--- src/rtl/spi_cmd_sequencer.sv ---
// SPI command sequencer: frames a 48-bit command, drives the serializer and hunts for the R1 response.
// Define SPI_CMD_CRC7_GEN_EN to compute CRC7 serially; otherwise a fixed CRC table is used.
module spi_cmd_sequencer #(
  parameter int RESP_TIMEOUT_BYTES = 8
) (
  input  logic        clk,
  input  logic        reset,
  input  logic        sclk_posedge,
  input  logic        sclk_negedge,
  input  logic        cmd_valid,
  output logic        cmd_ready,
  input  logic [5:0]  cmd_index,
  input  logic [31:0] cmd_arg,
  input  logic        miso,
  output logic        cs_n,
  output logic        sender_en,
  output logic [47:0] sender_data,
  input  logic        sender_done,
  output logic        resp_valid,
  output logic [7:0]  resp_data,
  output logic        resp_timeout
);

  localparam int HUNT_MAX = RESP_TIMEOUT_BYTES * 8;
  localparam int HW       = $clog2(HUNT_MAX + 1);
  localparam logic [HW-1:0] HUNT_LAST = HW'(HUNT_MAX - 1);

`ifdef SPI_CMD_CRC7_GEN_EN
  typedef enum logic [2:0] {ST_IDLE, ST_CRC, ST_SEND, ST_WAIT, ST_RESP, ST_DONE} state_t;

  function automatic logic [6:0] crc7_step(input logic [6:0] crc, input logic din);
    logic fb;
    fb = din ^ crc[6];
    crc7_step = {crc[5:0], 1'b0} ^ (fb ? 7'h09 : 7'h00);
  endfunction
`else
  typedef enum logic [2:0] {ST_IDLE, ST_SEND, ST_WAIT, ST_RESP, ST_DONE} state_t;

  function automatic logic [6:0] crc7_fixed(input logic [5:0] idx);
    case (idx)
      6'd0:    crc7_fixed = 7'h4A;
      6'd8:    crc7_fixed = 7'h43;
      default: crc7_fixed = 7'h7F;
    endcase
  endfunction
`endif

  state_t          state_r, state_s;
  logic            cmd_ready_r, cmd_ready_s;
  logic            cs_n_r, cs_n_s;
  logic            sender_en_r, sender_en_s;
  logic [47:0]     sender_data_r, sender_data_s;
  logic            resp_valid_r, resp_valid_s;
  logic [7:0]      resp_data_r, resp_data_s;
  logic            resp_timeout_r, resp_timeout_s;
  logic [HW-1:0]   hunt_cnt_r, hunt_cnt_s;
  logic [2:0]      bit_cnt_r, bit_cnt_s;
  logic            found_r, found_s;
  logic [7:0]      shift_r, shift_s;
`ifdef SPI_CMD_CRC7_GEN_EN
  logic [5:0]      idx_r, idx_s;
  logic [31:0]     arg_r, arg_s;
  logic [6:0]      crc_r, crc_s;
  logic [5:0]      crc_cnt_r, crc_cnt_s;
  logic [39:0]     msg_s;
`endif
  logic            unused_s;

  assign unused_s = sclk_negedge;

  // Next-state and next-output computation; outputs are registered from these values.
  always_comb begin
    state_s        = state_r;
    cmd_ready_s    = cmd_ready_r;
    cs_n_s         = cs_n_r;
    sender_en_s    = 1'b0;
    sender_data_s  = sender_data_r;
    resp_valid_s   = 1'b0;
    resp_data_s    = resp_data_r;
    resp_timeout_s = resp_timeout_r;
    hunt_cnt_s     = hunt_cnt_r;
    bit_cnt_s      = bit_cnt_r;
    found_s        = found_r;
    shift_s        = shift_r;
`ifdef SPI_CMD_CRC7_GEN_EN
    idx_s          = idx_r;
    arg_s          = arg_r;
    crc_s          = crc_r;
    crc_cnt_s      = crc_cnt_r;
    msg_s          = {2'b01, idx_r, arg_r};
`endif
    case (state_r)
      ST_IDLE: begin
        if (cmd_valid && cmd_ready_r) begin
          cmd_ready_s = 1'b0;
          cs_n_s      = 1'b0;
`ifdef SPI_CMD_CRC7_GEN_EN
          idx_s       = cmd_index;
          arg_s       = cmd_arg;
          crc_s       = 7'h00;
          crc_cnt_s   = 6'd0;
          state_s     = ST_CRC;
`else
          sender_en_s   = 1'b1;
          sender_data_s = {2'b01, cmd_index, cmd_arg, crc7_fixed(cmd_index), 1'b1};
          state_s       = ST_SEND;
`endif
        end else begin
          cmd_ready_s = 1'b1;
          cs_n_s      = 1'b1;
        end
      end
`ifdef SPI_CMD_CRC7_GEN_EN
      ST_CRC: begin
        // One message bit per clk, MSB first; the last step launches the frame directly.
        crc_s     = crc7_step(crc_r, msg_s[6'd39 - crc_cnt_r]);
        crc_cnt_s = crc_cnt_r + 6'd1;
        if (crc_cnt_r == 6'd39) begin
          sender_en_s   = 1'b1;
          sender_data_s = {2'b01, idx_r, arg_r, crc_s, 1'b1};
          state_s       = ST_SEND;
        end else begin
          state_s = ST_CRC;
        end
      end
`endif
      ST_SEND: begin
        state_s = ST_WAIT;
      end
      ST_WAIT: begin
        if (sender_done) begin
          hunt_cnt_s = '0;
          bit_cnt_s  = 3'd0;
          found_s    = 1'b0;
          shift_s    = 8'h00;
          state_s    = ST_RESP;
        end else begin
          state_s = ST_WAIT;
        end
      end
      ST_RESP: begin
        if (sclk_posedge) begin
          if (found_r) begin
            shift_s   = {shift_r[6:0], miso};
            bit_cnt_s = bit_cnt_r + 3'd1;
            if (bit_cnt_r == 3'd7) begin
              resp_data_s    = {shift_r[6:0], miso};
              resp_timeout_s = 1'b0;
              resp_valid_s   = 1'b1;
              cs_n_s         = 1'b1;
              state_s        = ST_DONE;
            end else begin
              state_s = ST_RESP;
            end
          end else if (!miso) begin
            // Start bit becomes bit 7; the zero already in shift_r walks up as bits arrive.
            found_s   = 1'b1;
            shift_s   = 8'h00;
            bit_cnt_s = 3'd1;
          end else if (hunt_cnt_r == HUNT_LAST) begin
            resp_data_s    = 8'hFF;
            resp_timeout_s = 1'b1;
            resp_valid_s   = 1'b1;
            cs_n_s         = 1'b1;
            state_s        = ST_DONE;
          end else begin
            hunt_cnt_s = hunt_cnt_r + HW'(1);
          end
        end else begin
          state_s = ST_RESP;
        end
      end
      ST_DONE: begin
        cmd_ready_s = 1'b1;
        cs_n_s      = 1'b1;
        state_s     = ST_IDLE;
      end
      default: begin
        cmd_ready_s = 1'b1;
        cs_n_s      = 1'b1;
        state_s     = ST_IDLE;
      end
    endcase
  end

  // State, counters and registered outputs.
  always_ff @(posedge clk) begin
    if (reset) begin
      state_r        <= ST_IDLE;
      cmd_ready_r    <= 1'b1;
      cs_n_r         <= 1'b1;
      sender_en_r    <= 1'b0;
      sender_data_r  <= 48'hFFFF_FFFF_FFFF;
      resp_valid_r   <= 1'b0;
      resp_data_r    <= 8'hFF;
      resp_timeout_r <= 1'b0;
      hunt_cnt_r     <= '0;
      bit_cnt_r      <= 3'd0;
      found_r        <= 1'b0;
      shift_r        <= 8'h00;
`ifdef SPI_CMD_CRC7_GEN_EN
      idx_r          <= 6'd0;
      arg_r          <= 32'd0;
      crc_r          <= 7'h00;
      crc_cnt_r      <= 6'd0;
`endif
    end else begin
      state_r        <= state_s;
      cmd_ready_r    <= cmd_ready_s;
      cs_n_r         <= cs_n_s;
      sender_en_r    <= sender_en_s;
      sender_data_r  <= sender_data_s;
      resp_valid_r   <= resp_valid_s;
      resp_data_r    <= resp_data_s;
      resp_timeout_r <= resp_timeout_s;
      hunt_cnt_r     <= hunt_cnt_s;
      bit_cnt_r      <= bit_cnt_s;
      found_r        <= found_s;
      shift_r        <= shift_s;
`ifdef SPI_CMD_CRC7_GEN_EN
      idx_r          <= idx_s;
      arg_r          <= arg_s;
      crc_r          <= crc_s;
      crc_cnt_r      <= crc_cnt_s;
`endif
    end
  end

  assign cmd_ready    = cmd_ready_r;
  assign cs_n         = cs_n_r;
  assign sender_en    = sender_en_r;
  assign sender_data  = sender_data_r;
  assign resp_valid   = resp_valid_r;
  assign resp_data    = resp_data_r;
  assign resp_timeout = resp_timeout_r;

endmodule

--- config.mk ---
export PLATFORM = sky130hd
export DESIGN_NAME = spi_cmd_sequencer
export DESIGN_NICKNAME = d
export VERILOG_FILES = /design/src/rtl/spi_cmd_sequencer.sv
export SDC_FILE = /design/constraint.sdc
export NUM_CORES = 1
export LEC_CHECK = 0
export ABC_AREA = 1
export CAP_MARGIN = 20
export CORE_UTILIZATION = 49
export CTS_CLUSTER_SIZE = 8
export DETAILED_ROUTE_END_ITERATION = 8
export PLACE_DENSITY_LB_ADDON = 0.12
export SYNTH_ARGS = -nofsm -noshare
export SYNTH_HDL_FRONTEND = slang
export SYNTH_SLANG_ARGS = --single-unit
--- constraint.sdc ---
create_clock -name clk -period 4.2 [get_ports clk]
set_input_delay 0.84 -clock clk [delete_from_list [all_inputs] [get_ports clk]]
set_output_delay 0.84 -clock clk [all_outputs]
set_load 0.005 [all_outputs]
==> results_dict.tcl <==
set metrics [dict create \
    status "complete, no violations" \
    cts_resized 0 \
    tightest_slew_ps 928 \
    report.final.slew_viol_count 0 \
    r2r-start "found_r" \
    area_growth_pct 37.6 \
    cts_tree "yes" \
    core_mm2 0.00635 \
    fin_util_pct 70.0 \
    drive_above_1_share_pct 11.4 \
    reg2reg_depth 7 \
    fp.dieArea_mm2 0.00692 \
    synthesis.area_mm2 0.00323 \
    vdd_drop_max_v 0.000310 \
    synth_cells 429 \
    place.gp.congestion 0.819 \
    clock_skew_ps 7.19 \
    ys_ff_latch 76 \
    grt_max_degree 55 \
    ios 106 \
    clk_latency_ps 340 \
    finalNonFillerCells 602 \
    maxCapViolCount 0 \
    clkPwrFrac_pct 30.9 \
    whs_path_depth 2 \
    die_h_um 83.2 \
    grt_pass1_wl_mm 12.5 \
    track_usage_pct 22.1 \
    post-route-drc-count 0 \
    setup_tns_ps 0 \
    combPwrFrac_pct 26.3 \
    holdBufCountCts 0 \
    dpl.cell_count 586 \
    synth.distinct_cells 28 \
    fin_nets 568 \
    hold_ws_ps 456 \
    period_share_pct 55.1 \
    p_leak_nw 1.92 \
    fmaxAchievable_ghz 0.432 \
    dr.pass1.iters 4 \
    synth_area_leaders "dfxtp_1 (47%), nand2_1 (16%), nand3_1 (11%)" \
    use_met2_pct 34.6 \
    start_util_pct 50.9 \
    drtIter0Drc 128 \
    synth_top_cell_by_area "dfxtp_1" \
    cts_max_level 3 \
    antenna_found_initial 0 \
    hold_start "sender_data[47]" \
    cp_slowest_stage_delay_ps 710 \
    wl_mm 7.28 \
    busiest_layer "met2" \
    worstSetupPathType "in2reg" \
    avgViaCountPerCell 4.94 \
    nFillCells 531 \
    grt_overflow 0 \
    wl_per_cell_um 12.1 \
    setup_viol 0 \
    slew_headroom_pct 38.1 \
    period_needed_ps 2310 \
    fp.dieW_um 83.2 \
    power_frac_seq_pct 42.8 \
    synth_top_area_share_pct 47.1 \
    hpwlAfterDp_mm 4.90 \
    grt_pass1_vias 2849 \
    root_buffer "clkbuf_8" \
    row_count 29 \
    post_cts_buffers 0 \
    cts_buffer_depth 2 \
    preCtsSetupSlack_ps 1570 \
    finalHoldViolCount 0 \
    clk_pin_slew_worst_paths_ps 80 \
    port_buffers 100 \
    hp-class "reg2reg" \
    required_ps 4470 \
    power.switching_mw 0.607 \
    rsz0062_at_grt "no" \
    ant_nets 0 \
    yosysWarnings 0 \
    avgSynthCellArea_um2 7.53 \
    cts_made_buffers 9 \
    ys_seq_area_share_pct 47.1 \
    critPathLaunchType "input port" \
    netSwitchingFraction_pct 29.0 \
    path_max_fanout 54 \
    crit_path_end_kind "flip-flop" \
    slowest_stage "inv_2" \
    crit_start "reset" \
    power.density_cell_area_mw_per_mm2 470 \
    cp_data_arrival_time_ps 2580 \
    worstPathCellList "clkdlybuf4s50_1, buf_4, inv_2, o21ai_0, a21oi_1" \
    gr-usage-met1_pct 26.8 \
    route.vias.total 2975 \
    clock_sinks 76 \
    intPower_mw 1.48 \
    n_antenna_cell 0 \
    fin_ws_ps 1890 \
    use_met3_pct 8.15 \
]
==> worst paths after layout <==
kind	to	slack, ps
max	found_r	1890
max reg2reg	shift_r[5]	2300
min reg2reg	sender_data[47]	460
min	sender_data[47]	460
==> metrics by stage <==
step	power, mW	cell area, um2
final	2.09	4440
after global routing	2.22	4440
after CTS	2.11	4440
after detailed placement	1.46	4210
after global placement	1.44	4210
after floorplan	1.22	3240
==> worst max-delay path, delay by kind of cell <==
| family | cells | cell delay (ps) |
|---|---|---|
| buf+inv | 3 | 1340 |
| compound gates | 2 | 380 |
==> synth_stat cells, drive strengths merged <==
cell type	n
a31oi	1
conb	1
o21ai	25
or2	1
ha	3
a21oi	10
nand3	70
o21bai	2
nand2	146
nor2	46
nor3b	1
buf	16
clkbuf	9
nand4	2
inv	20
dfxtp	76
==> power by group through the flow <==
stage / Combinational, mW / Sequential (mW) / Clock, mW
detailed placement: 0.553 / 0.910 / 0
global route: 0.618 / 0.908 / 0.698
CTS: 0.556 / 0.895 / 0.659
finish: 0.550 / 0.895 / 0.646
global placement: 0.540 / 0.904 / 0
floorplan: 0.318 / 0.907 / 0
==> registers in the layout, indices dropped and copies added (netlist names) <==
register      count
bit_cnt_r         3
cmd_ready         1
cs_n              1
found_r           1
hunt_cnt_r        7
resp_data         8
resp_timeout      1
resp_valid        1
sender_data      42
sender_en         1
shift_r           7
state_r           3
==> layout by cell type, fill, tap and decap left out <==
cell type / Yosys / final
nand2_1: 140 / 140
clkdlybuf4s50_1: 0 / 100
dfxtp_1: 76 / 76
nand3_1: 68 / 68
nor2_1: 28 / 28
nor2_2: 15 / 15
inv_1: 15 / 15
o21ai_0: 12 / 12
clkbuf_8: 0 / 12
o21ai_2: 10 / 10
a21oi_1: 9 / 9
inv_2: 5 / 5
nand2_2: 4 / 4
conb_1: 1 / 4
o21ai_1: 3 / 3
ha_1: 3 / 3
nand3_2: 2 / 2
nor2_4: 2 / 2
nand2_4: 2 / 2
o21bai_1: 2 / 2
nand4_1: 2 / 2
bufinv_16: 0 / 2
buf_4: 8 / 2
nor2_8: 1 / 1
a21oi_4: 1 / 1
a31oi_1: 1 / 1
or2_2: 1 / 1
nor3b_1: 1 / 1
clkbuf_1: 9 / 1
clkinvlp_4: 0 / 1
==> final cells by class <==
class,instances,area [um2],share of cell area [%]
inverter,20,75.1,1.69
timing repair buffer,102,1020,22.9
clock buffer,13,169,3.80
tap,77,96.3,2.17
sequential,76,1520,34.2
multi-input combinational,311,1500,33.7
clock inverter,3,67.6,1.52
==> cell families (layout without fill, tap and decap cells) <==
logic type / Yosys count / after routing / synth area share [%]
AND/OR/NAND/NOR: 266 / 266 / 37.2
flip-flops: 76 / 76 / 47.1
adder cells (fa/ha/maj): 3 / 3 / 1.16
other: 1 / 4 / 0.116
AO/OA/AOI/OAI: 38 / 38 / 7.59
buffers and inverters: 45 / 138 / 6.86
==> routing by layer <==
layer	part of all wire, %	up-vias
met5	0	-
met4	1.0	0
met3	8.4	6
met2	46	91
met1	45	1325
li1	-	1553
Note: power is estimated with default switching activity, not from simulation.
